`config.mk`:
```
export PLATFORM = sky130hd
export DESIGN_NAME = game_state_keeper
export DESIGN_NICKNAME = d
export VERILOG_FILES = /design/src/rtl/game_pkg.sv /design/src/rtl/frame_counter.sv /design/src/rtl/game_state_keeper.sv
export SDC_FILE = /design/constraint.sdc
export NUM_CORES = 1
export LEC_CHECK = 0
export ABC_CLOCK_PERIOD_IN_PS = 3230
export BUFFER_PORTS_ARGS = -buffer_cell sky130_fd_sc_hd__buf_2
export CORE_MARGIN = 3
export CORE_UTILIZATION = 57
export CTS_CLUSTER_SIZE = 28
export DETAILED_ROUTE_END_ITERATION = 12
export HOLD_SLACK_MARGIN = 0.1
export PLACE_DENSITY = 0.87
export SLEW_MARGIN = 40
export SYNTH_ARGS = -nofsm -noshare
export SYNTH_HDL_FRONTEND = slang
export SYNTH_HIERARCHICAL = 1
export SYNTH_SLANG_ARGS = --single-unit
```
`constraint.sdc`:
```
create_clock -name clk -period 3.23 [get_ports clk]
set_input_delay 0.323 -clock clk [delete_from_list [all_inputs] [get_ports clk]]
set_output_delay 0.323 -clock clk [all_outputs]
set_load 0.005 [all_outputs]
```
`src/rtl/game_pkg.sv`:
```
// Shared definitions for the game state keeper.
//  phase_t    : game phase encoding, also driven on the phase output port
//  SCORE_MAX  : score saturation ceiling (4-digit 7-segment display)
//  *_DEF      : default tuning values for the top-level parameters
package game_pkg;

  typedef enum logic [2:0] {
    IDLE      = 3'd0,
    PLAY      = 3'd1,
    DYING     = 3'd2,
    GAME_OVER = 3'd3,
    WIN       = 3'd4
  } phase_t;

  localparam logic [15:0] SCORE_MAX = 16'd9999;

  localparam int unsigned HART_POINTS_DEF  = 10;
  localparam int unsigned INIT_LIVES_DEF   = 3;
  localparam int unsigned MAX_LIVES_DEF    = 7;
  localparam int unsigned WIN_SCORE_DEF    = 500;
  localparam int unsigned DEATH_FRAMES_DEF = 60;

endpackage

```
`src/rtl/frame_counter.sv`:
```
// Counts frame ticks while enabled and flags the tick that completes TERMINAL
// frames. The count wraps to zero on that tick, so the owner sees a one-cycle
// terminal indication and the next interval starts fresh.
//  clk      in   system clock
//  resetN   in   synchronous active-low reset
//  clear    in   force count to zero (has priority over counting)
//  enable   in   counting allowed
//  tick     in   one-clk pulse per frame
//  terminal out  combinational: this tick is the TERMINAL-th one
module frame_counter #(
  parameter int unsigned TERMINAL = 60,
  parameter int unsigned WIDTH    = 6
) (
  input  logic clk,
  input  logic resetN,
  input  logic clear,
  input  logic enable,
  input  logic tick,
  output logic terminal
);

  logic [WIDTH-1:0] count_q;
  logic [WIDTH-1:0] count_d;
  logic             terminal_s;

  assign terminal_s = enable & tick & (count_q == WIDTH'(TERMINAL - 1));
  assign terminal   = terminal_s;

  // Next-count: clear wins, then count on tick, wrapping at the terminal tick.
  always_comb begin
    count_d = count_q;
    if (clear) begin
      count_d = {WIDTH{1'b0}};
    end else if (enable & tick) begin
      if (terminal_s) begin
        count_d = {WIDTH{1'b0}};
      end else begin
        count_d = count_q + WIDTH'(1);
      end
    end else begin
      count_d = count_q;
    end
  end

  // Count register with synchronous active-low reset.
  always_ff @(posedge clk) begin
    if (!resetN) begin
      count_q <= {WIDTH{1'b0}};
    end else begin
      count_q <= count_d;
    end
  end

endmodule

```
`src/rtl/game_state_keeper.sv`:
```
// Game state keeper: latches collisions during a frame, commits them once at
// the next startOfFrame, and keeps score, lives and the game phase.
//  clk                   in   system clock
//  resetN                in   synchronous active-low reset
//  startOfFrame          in   one-clk pulse per frame
//  startKey              in   debounced start/restart button (level)
//  SingleHitPulse        in   one-clk pulse, first hit of the frame
//  collision_Smiley_Hart in   smiley/hart overlap
//  collision_ghost_Hart  in   ghost/hart overlap
//  score                 out  binary score, saturating at 9999
//  lives                 out  remaining lives
//  phase                 out  phase_t encoding
//  freeze                out  movers hold position
//  hart_respawn          out  one-clk pulse: relocate hart
//  sfx_pickup            out  one-clk pulse: pickup sound
//  sfx_lose              out  one-clk pulse: life-lost sound
// All outputs are registered; a commit is visible one clock after its
// startOfFrame.
module game_state_keeper
  import game_pkg::*;
#(
  parameter int unsigned HART_POINTS  = HART_POINTS_DEF,
  parameter int unsigned INIT_LIVES   = INIT_LIVES_DEF,
  parameter int unsigned MAX_LIVES    = MAX_LIVES_DEF,
  parameter int unsigned WIN_SCORE    = WIN_SCORE_DEF,
  parameter int unsigned DEATH_FRAMES = DEATH_FRAMES_DEF
) (
  input  logic        clk,
  input  logic        resetN,
  input  logic        startOfFrame,
  input  logic        startKey,
  input  logic        SingleHitPulse,
  input  logic        collision_Smiley_Hart,
  input  logic        collision_ghost_Hart,
  output logic [15:0] score,
  output logic [2:0]  lives,
  output logic [2:0]  phase,
  output logic        freeze,
  output logic        hart_respawn,
  output logic        sfx_pickup,
  output logic        sfx_lose
);

  // Starting lives can never exceed the ceiling; lives only ever decrease here.
  localparam logic [2:0]  INIT_LIVES_C  = (INIT_LIVES > MAX_LIVES) ? 3'(MAX_LIVES) : 3'(INIT_LIVES);
  localparam logic [16:0] HART_POINTS_C = 17'(HART_POINTS);
  localparam logic [16:0] WIN_SCORE_C   = 17'(WIN_SCORE);
  localparam int unsigned CNT_W         = $clog2(DEATH_FRAMES + 1);

  phase_t      phase_q, phase_d;
  logic [15:0] score_q, score_d;
  logic [2:0]  lives_q, lives_d;
  logic        freeze_q, freeze_d;
  logic        hart_respawn_q, hart_respawn_d;
  logic        sfx_pickup_q, sfx_pickup_d;
  logic        sfx_lose_q, sfx_lose_d;
  logic        sh_f_q, sh_f_d;
  logic        gh_f_q, gh_f_d;
  logic        start_key_q, start_key_d;

  logic        in_play_s;
  logic        in_dying_s;
  logic        sh_hit_s;
  logic        gh_hit_s;
  logic        sh_now_s;
  logic        gh_now_s;
  logic        commit_s;
  logic        key_rise_s;
  logic        dying_done_s;
  logic [16:0] score_sum_s;
  logic [15:0] score_inc_s;

  assign in_play_s  = (phase_q == PLAY);
  assign in_dying_s = (phase_q == DYING);

  // SingleHitPulse only ever marks the collision that is already high that
  // cycle, so it qualifies rather than widens the collision inputs.
  assign sh_hit_s = collision_Smiley_Hart | (SingleHitPulse & collision_Smiley_Hart);
  assign gh_hit_s = collision_ghost_Hart  | (SingleHitPulse & collision_ghost_Hart);

  // Flags as seen at commit include same-cycle collisions.
  assign sh_now_s = sh_f_q | (in_play_s & sh_hit_s);
  assign gh_now_s = gh_f_q | (in_play_s & gh_hit_s);
  assign commit_s = in_play_s & startOfFrame;

  assign start_key_d = startKey;
  assign key_rise_s  = startKey & ~start_key_q;

  assign score_sum_s = {1'b0, score_q} + HART_POINTS_C;

  frame_counter #(
    .TERMINAL (DEATH_FRAMES),
    .WIDTH    (CNT_W)
  ) u_death_timer (
    .clk      (clk),
    .resetN   (resetN),
    .clear    (~in_dying_s),
    .enable   (in_dying_s),
    .tick     (startOfFrame),
    .terminal (dying_done_s)
  );

  // Saturating score increment for a smiley-hart commit.
  always_comb begin
    score_inc_s = score_sum_s[15:0];
    if (score_sum_s > {1'b0, SCORE_MAX}) begin
      score_inc_s = SCORE_MAX;
    end else begin
      score_inc_s = score_sum_s[15:0];
    end
  end

  // Phase FSM next-state, score/lives update, sticky flags and pulses.
  always_comb begin
    phase_d        = phase_q;
    score_d        = score_q;
    lives_d        = lives_q;
    hart_respawn_d = 1'b0;
    sfx_pickup_d   = 1'b0;
    sfx_lose_d     = 1'b0;
    sh_f_d         = 1'b0;
    gh_f_d         = 1'b0;

    case (phase_q)
      IDLE: begin
        if (startKey) begin
          phase_d = PLAY;
          score_d = 16'd0;
          lives_d = INIT_LIVES_C;
        end else begin
          phase_d = IDLE;
        end
      end

      PLAY: begin
        if (commit_s) begin
          // Flags are consumed here (defaults clear them).
          hart_respawn_d = sh_now_s | gh_now_s;
          if (sh_now_s) begin
            score_d      = score_inc_s;
            sfx_pickup_d = 1'b1;
          end else begin
            score_d = score_q;
          end
          // A life loss outranks reaching the win score in the same frame.
          if (gh_now_s) begin
            sfx_lose_d = 1'b1;
            if (lives_q <= 3'd1) begin
              lives_d = 3'd0;
              phase_d = GAME_OVER;
            end else begin
              lives_d = lives_q - 3'd1;
              phase_d = DYING;
            end
          end else if (sh_now_s && ({1'b0, score_inc_s} >= WIN_SCORE_C)) begin
            phase_d = WIN;
          end else begin
            phase_d = PLAY;
          end
        end else begin
          sh_f_d = sh_now_s;
          gh_f_d = gh_now_s;
        end
      end

      DYING: begin
        if (dying_done_s) begin
          phase_d        = PLAY;
          hart_respawn_d = 1'b1;
        end else begin
          phase_d = DYING;
        end
      end

      GAME_OVER, WIN: begin
        // Edge, not level: a key still held from play does not restart.
        if (key_rise_s) begin
          phase_d = IDLE;
        end else begin
          phase_d = phase_q;
        end
      end

      default: begin
        phase_d = IDLE;
      end
    endcase

    freeze_d = (phase_d != PLAY);
  end

  // State and output registers with synchronous active-low reset.
  always_ff @(posedge clk) begin
    if (!resetN) begin
      phase_q        <= IDLE;
      score_q        <= 16'd0;
      lives_q        <= INIT_LIVES_C;
      freeze_q       <= 1'b1;
      hart_respawn_q <= 1'b0;
      sfx_pickup_q   <= 1'b0;
      sfx_lose_q     <= 1'b0;
      sh_f_q         <= 1'b0;
      gh_f_q         <= 1'b0;
      start_key_q    <= 1'b0;
    end else begin
      phase_q        <= phase_d;
      score_q        <= score_d;
      lives_q        <= lives_d;
      freeze_q       <= freeze_d;
      hart_respawn_q <= hart_respawn_d;
      sfx_pickup_q   <= sfx_pickup_d;
      sfx_lose_q     <= sfx_lose_d;
      sh_f_q         <= sh_f_d;
      gh_f_q         <= gh_f_d;
      start_key_q    <= start_key_d;
    end
  end

  assign score        = score_q;
  assign lives        = lives_q;
  assign phase        = phase_q;
  assign freeze       = freeze_q;
  assign hart_respawn = hart_respawn_q;
  assign sfx_pickup   = sfx_pickup_q;
  assign sfx_lose     = sfx_lose_q;

endmodule

```
==> results of run 1 <==
-- Yosys cell counts (all sizes together) (7+ instances only) --
| library cell | n | area share |
|---|---|---|
| o21ai | 20 | 0.043 |
| o211ai | 9 | 0.031 |
| buf | 13 | 0.043 |
| inv | 16 | 0.026 |
| dfxtp | 35 | 0.30 |
| a31oi | 10 | 0.027 |
| nand2 | 29 | 0.048 |
| nor2 | 24 | 0.039 |
| a21oi | 18 | 0.043 |
| nand2b | 7 | 0.019 |
| nand3 | 14 | 0.032 |
| a21o | 7 | 0.023 |
-- power by group through the flow --
stage                     sequential [mW]  clock, mW  combinational, mW
after global routing                0.447      0.353             0.0819
after global placement              0.455          0             0.0708
after floorplan                     0.455          0             0.0508
after detailed placement            0.456          0             0.0717
after CTS                           0.445      0.333             0.0722
final                               0.445      0.327             0.0733
-- routing by layer --
layer | wire length, um | vias to the layer above
met4 | 103 | 0
met3 | 354 | 10
met1 | 2460 | 1054
li1 | - | 1107
met5 | 0 | -
met2 | 2540 | 82
-- sequential cells by signal, indices dropped and copies added, names as in the netlist --
register,cells
freeze,1
gh_f_q,1
hart_respawn,1
lives,3
phase,3
score,16
sfx_lose,1
sfx_pickup,1
sh_f_q,1
start_key_q,1
u_death_timer/count_q,6
-- through the flow --
step / total power, mW / hold slack, ns / util / worst slack, ns
after floorplan: 0.506 / 0.385 / - / 0.742
after global placement: 0.526 / 0.467 / 0.647 / 0.575
after global routing: 0.881 / 0.263 / 0.670 / 0.345
after detailed placement: 0.527 / 0.486 / 0.647 / 0.531
after CTS: 0.851 / 0.249 / 0.670 / 0.508
final: 0.846 / 0.258 / 0.670 / 0.502
-- worst max path at each step --
| stage | startpoint | end | slack [ns] | cells after the start |
|---|---|---|---|---|
| floorplan | score[1] | freeze | 0.74 | 9 |
| global placement | score[2] | freeze | 0.58 | 8 |
| detailed placement | score[2] | freeze | 0.53 | 8 |
| CTS | score[2] | freeze | 0.51 | 8 |
| global route | score[2] | freeze | 0.34 | 8 |
| finish | score[2] | freeze | 0.50 | 8 |
-- final cells by class --
cell class | count | share of cell area
multi-input combinational | 220 | 0.573
sequential | 35 | 0.275
timing repair buffer | 34 | 0.0698
clock buffer | 5 | 0.0270
inverter | 16 | 0.0236
tap | 48 | 0.0236
clock inverter | 3 | 0.00787
-- layout by cell type (no fill, tap or decap), types with 3 or more instances in the layout --
cell	netlist	layout
nand2b_1	7	7
xnor2_1	5	5
and2_1	5	5
inv_1	16	16
a31oi_1	10	10
nand2_1	28	28
buf_4	2	3
a21oi_1	17	17
o211ai_1	8	8
nand3_1	13	13
ha_1	5	5
nor3_1	5	5
dfxtp_1	35	35
o21ai_0	19	19
clkbuf_8	0	5
or3_1	5	5
nand4_1	4	4
nand3b_1	3	3
a21o_1	7	7
nor2_1	24	24
buf_2	6	31
-- logic make-up after synthesis --
| family | Yosys count | share of synthesized area |
|---|---|---|
| flip-flops | 35 | 0.301 |
| buffers and inverters | 32 | 0.0741 |
| adder cells (fa/ha/maj) | 5 | 0.0268 |
| AO/OA/AOI/OAI | 86 | 0.261 |
| XOR/XNOR | 5 | 0.0188 |
| multiplexers | 4 | 0.0182 |
| AND/OR/NAND/NOR | 120 | 0.300 |
-- critical path: stages, from the launching register on --
cell,delay (ns)
dfxtp_1,0.46
ha_1,0.39
o2111a_1,0.34
nand2_1,0.11
o31a_1,0.31
or4_4,0.56
o211ai_2,0.17
o211a_1,0.19
o211ai_1,0.09
==> flow_metrics.env, run 1 <==
export IMPL_hold_end="lives[0]"
export IMPL_busiest_layer="met2"
export IMPL_holdBufCountCts=0
export IMPL_hp_start="resetN"
export IMPL_drive_above_1_share=0.195
export IMPL_die_w_um=70.0
export IMPL_clock_sinks=35
export IMPL_worst_slew_pin_slew_ns=0.562
export IMPL_syn_avg_cell_area_um2=8.12
export IMPL_crit_path_end_kind="register"
export IMPL_peakVddDrop_uv=210
export IMPL_cts_clk_slew_worst_paths_ns=0.08
export IMPL_diodes=0
export IMPL_cts_resized=0
export IMPL_period_minus_slack_ns=2.73
export IMPL_crit_arrival_ns=2.90
export IMPL_synth_nets=299
export IMPL_cap_violations=0
export IMPL_firstDrtPassIters=6
export IMPL_portBuffers=31
export IMPL_swShare=0.272
export IMPL_reg2reg_to="freeze"
export IMPL_p_switching_mw=0.230
export IMPL_worstSkewPairLatency_ns=0.30
export IMPL_synth_seq_area_share=0.301
export IMPL_syn_inst=287
export IMPL_numCtsBuffers=5
export IMPL_r2r_setup_slack_ns=0.50
export IMPL_drv_slew=0
export IMPL_grt_max_degree=17
export IMPL_dpl_cell_area_um2=2460
export IMPL_start_util=0.614
export IMPL_clock_path_buffers=2
export IMPL_use_met3=0.0489
export IMPL_power_frac_clock=0.387
export IMPL_powerDensity_nw_per_um2=332
export IMPL_synthFlopType="dfxtp_1"
export IMPL_r2r_cells=8
export IMPL_hold_class="input port to register"
export IMPL_placed_cells=353
export IMPL_met2_usage=0.355
export IMPL_final_cell_area_um2=2540
export IMPL_period_share=0.845
export IMPL_viasPerCell=6.24
export IMPL_overflow=0
export IMPL_yosys_cell_types_count=65
export IMPL_antenna_left=0
export IMPL_finalSetupViolCount=0
export IMPL_antenna_found_initial=0
export IMPL_gr_usage_all_layers=0.225
export IMPL_core_area_um2=3800
export IMPL_io_pins=33
export IMPL_startpoint_type="register"
export IMPL_p_leak_nw=1.11
export IMPL_met1_usage=0.304
export IMPL_area_growth_pct=9.18
export IMPL_power_internal_mw=0.616
export IMPL_fin_skew_ns=0.00556
export IMPL_grt_pass1_wl_um=9120
export IMPL_ys_warn_count=6
export IMPL_cts_tree="yes"
export IMPL_critical_path_class="register to register"
export IMPL_combinationalPowerShare=0.087
export IMPL_max_freq_mhz=367
export IMPL_drt_iter0_drc=214
export IMPL_fin_tns_setup_ns=0
export IMPL_dp_hpwl_um=3800
export IMPL_htreeDepth=2
export IMPL_hold_violations=0
export IMPL_die_area_um2=4890
export IMPL_rsz0062_at_grt="false"
export IMPL_fillCellCount=325
export IMPL_avgRoutedWirePerCell_um=15.1
export IMPL_max_slew_margin_rel=0.625
export IMPL_clock_root_buffer="clkbuf_8"
export IMPL_synthArstFlopShare=0
export IMPL_synth_edf_count=0
export IMPL_wirelength_um=5450
export IMPL_gp_congestion=0.864
export IMPL_crit_reg2reg_launch="score[2]"
export IMPL_crit_fanout=8
export IMPL_regArea_um2=701
export IMPL_seqPwrFrac=0.527
export IMPL_drc=0
export IMPL_grt_pass1_vias=1967
export IMPL_netlist_area_um2=2330
export IMPL_die_y_um=70.0
export IMPL_num_rows=22
export IMPL_vias=2253
export IMPL_crit_required_ns=3.40
export IMPL_post_cts_buffers=0
export IMPL_fin_nets=324
export IMPL_status="completed"
export IMPL_ys_ff_latch=35
export IMPL_finalNonFillerCells=361
export IMPL_min_path_cells=2
export IMPL_multi_input_area_um2=1460
Power figures use the tool's default switching activity.
==> run 2: changes to the inputs <==
- ABC_CLOCK_PERIOD_IN_PS: 3230 -> 2500
- CORE_UTILIZATION: 57 -> 52
- PLACE_DENSITY: 0.87 -> 0.84
- clock period: 3.23 -> 2.5 ns (I/O delays scaled with it)
==> run 2 against run 1 <==
Maximum frequency up 14%. Clock power up 62%. Final area up 7.7%. Setup slack worse by 0.40 ns. Die area up 8.8%. Register-to-register slack worse by 0.40 ns. Hold slack worse by 0.075 ns. Core utilization down 1.3 points. Sequential share of layout area down 1.9 points. Power up 43%. Critical path type unchanged. Critical endpoint unchanged.
==> flow_metrics.env, run 2 (synthesized netlist as in run 1, its figures left out) <==
export IMPL_drv_slew=0
export IMPL_firstDrtPassIters=5
export IMPL_worst_path_max_delay_cell="or4_4"
export IMPL_die_y_um=73.0
export IMPL_core_area_um2=4170
export IMPL_antenna_found_initial=0
export IMPL_fin_tns_setup_ns=0
export IMPL_max_stage_delay_ns=0.55
export IMPL_clock_sinks=35
export IMPL_numCtsBuffers=5
export IMPL_max_freq_mhz=416
export IMPL_dp_hpwl_um=4290
export IMPL_peakVddDrop_uv=304
export IMPL_die_w_um=73.0
export IMPL_startpoint_type="register"
export IMPL_crit_path_end_kind="register"
export IMPL_crit_fanout=5
export IMPL_worst_slack_ns=0.0970
export IMPL_crit_path_cell_trace="ha_4, o2111a_1, nand2_1, o31a_1, or4_4, o211ai_2, o211a_1, o211ai_1"
export IMPL_crit_required_ns=2.67
export IMPL_cts_tree="yes"
export IMPL_gr_usage_all_layers=0.247
export IMPL_wirelength_um=6030
export IMPL_p_leak_nw=1.22
export IMPL_crit_buf_inv=0
export IMPL_area_growth_pct=17.6
export IMPL_finalSetupViolCount=0
export IMPL_critical_path_class="register to register"
export IMPL_hold_class="input port to register"
export IMPL_num_rows=23
export IMPL_drt_iter0_drc=296
export IMPL_overflow=0
export IMPL_layout_common_cells="33 x dfxtp_1, 31 x buf_2, 28 x nand2_1"
export IMPL_io_pins=33
export IMPL_worstSkewPairLatency_ns=0.30
export IMPL_final_cell_area_um2=2740
export IMPL_htreeDepth=2
export IMPL_cts_clk_slew_worst_paths_ns=0.08
export IMPL_max_slew_margin_rel=0.606
export IMPL_viasPerCell=6.26
export IMPL_fin_nets=344
export IMPL_worst_slew_pin_slew_ns=0.592
export IMPL_clock_path_buffers=2
export IMPL_grt_pass1_vias=2305
export IMPL_diodes=0
export IMPL_period_minus_slack_ns=2.40
export IMPL_drive_above_1_share=0.255
export IMPL_status="completed"
export IMPL_portBuffers=31
export IMPL_drc=0
export IMPL_path_delay_family="compound AO/OA/AOI/OAI gates"
export IMPL_period_share=0.961
export IMPL_crit_arrival_ns=2.57
export IMPL_avgRoutedWirePerCell_um=15.7
export IMPL_start_util=0.559
export IMPL_fin_total_pwr_mw=1.21
export IMPL_dpl_cell_area_um2=2590
export IMPL_vias=2399
export IMPL_mostFrequentLayoutCell="dfxtp_1"
export IMPL_powerDensity_nw_per_um2=441
export IMPL_grt_max_degree=17
export IMPL_pre_cts_ws_ns=0.0621
export IMPL_hold_violations=0
export IMPL_die_area_um2=5320
export IMPL_largest_reg_flops=16
export IMPL_cap_violations=0
export IMPL_antenna_left=0
export IMPL_clock_root_buffer="clkbuf_8"
export IMPL_gp_congestion=0.897
export IMPL_grt_pass1_wl_um=10400
export IMPL_fin_skew_ns=0.00445
==> run 2: cell count changes in the layout (fill, tap and decap cells not counted), moves of 2 or more <==
cell        before  now
buf_4            3   23
dfxtp_2          0    2
dfxtp_1         35   33
clkinvlp_4       2    0
==> run 2: timing repair <==
action	4_1_cts	5_1_grt
hold buffers	0	0
setup buffers	0	3
endpoints found under the setup margin	0	14
resized for setup	0	6
==> run 2: worst paths after layout <==
kind	start	to	slack, ns	cells after the start
setup / recovery	score[1]	freeze	0.1	8
hold / removal	resetN	lives[0]	0.18	2
setup reg to reg	score[1]	freeze	0.1	8
hold reg to reg	u_death_timer/count_q[1]	u_death_timer/count_q[1]	0.49	2
==> run 2: per-layer routing <==
| layer | GRT usage | vias to the layer above | wire, um |
|---|---|---|---|
| met2 | 0.386 | 110 | 2830 |
| met5 | 0 | - | 0 |
| met1 | 0.323 | 1123 | 2650 |
| li1 | - | 1146 | - |
| met3 | 0.0551 | 20 | 374 |
| met4 | 0.115 | 0 | 175 |
==> run 2: power breakdown <==
group	switching (mW)	total (mW)	internal, mW
combinational	0.0616	0.101	0.0396
sequential	0.00938	0.575	0.566
clock	0.234	0.531	0.297
==> run 2: through the flow <==
step	hold WS, ns	instances	utilization
2_1_floorplan	0.312	287	-
3_3_place_gp	0.463	372	0.620
3_5_place_dp	0.479	372	0.620
4_1_cts	0.178	380	0.647
5_1_grt	0.187	383	0.657
6_report	0.183	383	0.657
==> run 2: final cells by class <==
| cell class | count | area (um2) |
|---|---|---|
| clock buffers | 5 | 68.8 |
| clock inverters | 3 | 43.8 |
| fillers | 355 | 1430 |
| inverters | 16 | 60.1 |
| multi-input cells | 220 | 1470 |
| flip-flops and latches | 35 | 703 |
| well taps | 50 | 62.6 |
| repair buffers | 54 | 328 |
==> run 3: changes to the inputs <==
- SETUP_SLACK_MARGIN: not set -> 0.1
==> run 3 against run 2 <==
Critical endpoint unchanged. Final cell count grew 0.78%. Wire length grew 3.1%. Clock power grew 18%. Die area is the same.
==> flow_metrics.env, run 3 (synthesized netlist as in run 1, its figures left out) <==
export IMPL_status="completed"
export IMPL_drv_slew=0
export IMPL_viasPerCell=6.29
export IMPL_worstSkewPairLatency_ns=0.30
export IMPL_wirelength_um=6220
export IMPL_largest_reg_flops=16
export IMPL_layout_common_cells="31 x buf_2, 28 x nand2_1, 26 x dfxtp_1"
export IMPL_max_slew_margin_rel=0.594
export IMPL_num_rows=23
export IMPL_area_growth_pct=21.1
export IMPL_crit_fanout=8
export IMPL_grt_pass1_wl_um=10100
export IMPL_finalNonFillerCells=386
export IMPL_core_area_um2=4170
export IMPL_grt_pass1_vias=2177
export IMPL_overflow=0
export IMPL_fin_skew_ns=0.00528
export IMPL_worst_slew_pin_slew_ns=0.609
export IMPL_rsz0062_at_grt="true"
export IMPL_p_leak_nw=1.25
export IMPL_gr_usage_all_layers=0.240
export IMPL_io_pins=33
export IMPL_gp_congestion=0.896
export IMPL_hold_violations=0
export IMPL_drive_above_1_share=0.289
export IMPL_hold_class="input port to register"
export IMPL_crit_reg2reg_launch="score[1]"
export IMPL_crit_path_cell_trace="ha_4, o2111a_1, nand2_1, o31a_1, or4_4, o211ai_2, o211a_1, o211ai_1"
export IMPL_holdBufCountCts=0
export IMPL_max_freq_mhz=426
export IMPL_die_y_um=73.0
export IMPL_die_w_um=73.0
export IMPL_hp_start="resetN"
export IMPL_crit_path_end_kind="register"
export IMPL_clock_path_buffers=2
export IMPL_critical_path_class="register to register"
export IMPL_diodes=0
export IMPL_cts_tree="yes"
export IMPL_clock_root_buffer="clkbuf_8"
export IMPL_htreeDepth=2
export IMPL_start_util=0.559
export IMPL_antenna_found_initial=0
export IMPL_worst_path_max_delay_cell="or4_4"
export IMPL_powerDensity_nw_per_um2=463
export IMPL_fin_nets=347
export IMPL_period_minus_slack_ns=2.35
export IMPL_mostFrequentLayoutCell="buf_2"
export IMPL_critPathLaunch="score[1]"
export IMPL_cts_clk_slew_worst_paths_ns=0.08
export IMPL_antenna_left=0
export IMPL_numCtsBuffers=5
export IMPL_dp_hpwl_um=4290
export IMPL_cap_violations=0
export IMPL_die_area_um2=5320
export IMPL_fin_tns_setup_ns=0
export IMPL_finalSetupViolCount=0
export IMPL_portBuffers=31
export IMPL_max_stage_delay_ns=0.56
export IMPL_placed_cells=375
export IMPL_whs_ns=0.183
export IMPL_clock_sinks=35
export IMPL_grt_max_degree=16
export IMPL_peakVddDrop_uv=269
export IMPL_drc=0
export IMPL_avgRoutedWirePerCell_um=16.1
export IMPL_firstDrtPassIters=5
export IMPL_startpoint_type="register"
export IMPL_period_share=0.940
export IMPL_crit_required_ns=2.66
export IMPL_drt_iter0_drc=256
export IMPL_vias=2429
export IMPL_crit_arrival_ns=2.51
## run 3: changes by cell type in the layout (fill, tap and decap cells not counted), sizes merged
cell    delta
clkbuf     +1
buf        +3
bufinv     +1
clkinv     -2
## run 3: final timing paths
path                                                  to  slack [ns]  cells past startpoint
worst max register to register                    freeze        0.15                      8
worst min register to register  u_death_timer/count_q[1]        0.48                      2
worst min-delay path                            lives[0]        0.18                      2
worst max-delay path                              freeze        0.15                      8
## run 3: stage by stage
stage | worst slack, ns | power [mW] | area (um2) | utilization
floorplan | 0.123 | 0.653 | 2330 | -
global placement | 0.132 | 0.685 | 2610 | 0.626
detailed placement | 0.0765 | 0.688 | 2610 | 0.626
CTS | 0.122 | 1.31 | 2750 | 0.660
global route | 0.0750 | 1.34 | 2820 | 0.676
finish | 0.150 | 1.31 | 2820 | 0.676
## run 3: layer usage
metal | share of wire | up-vias | GRT usage
met1 | 0.42 | 1146 | 0.299
met2 | 0.48 | 118 | 0.406
met4 | 0.020 | 0 | 0.0902
met5 | 0 | - | 0
met3 | 0.071 | 17 | 0.0482
li1 | - | 1148 | -
## run 3: worst max-delay path: cells and delay by family (launching register included)
family	cells	cell delay (ns)
flip-flops	1	0.36
AND/OR/NAND/NOR	2	0.66
AO/OA/AOI/OAI	5	1.02
adder cells (fa/ha/maj)	1	0.19
## run 3: cell type report
type                       instances  area [um2]
clock buffer                       6        72.6
clock inverter                     2        60.1
fill                             334        1350
inverter                          16        60.1
multi-input combinational        220        1500
sequential                        35         712
tap                               50        62.6
timing repair buffer              57         358
## run 3: timing repair
item	in CTS	in global routing
setup buffers	0	2
pin swaps	0	6
endpoints found under the setup margin	3	15
gates resized for setup	5	14
gates cloned	0	1
## run 3: where the power goes
part | total, mW | switching, mW | internal (mW)
Combinational | 0.104 | 0.0640 | 0.0401
Sequential | 0.576 | 0.00969 | 0.566
Clock | 0.626 | 0.227 | 0.399
Total | 1.31 | 0.301 | 1.01
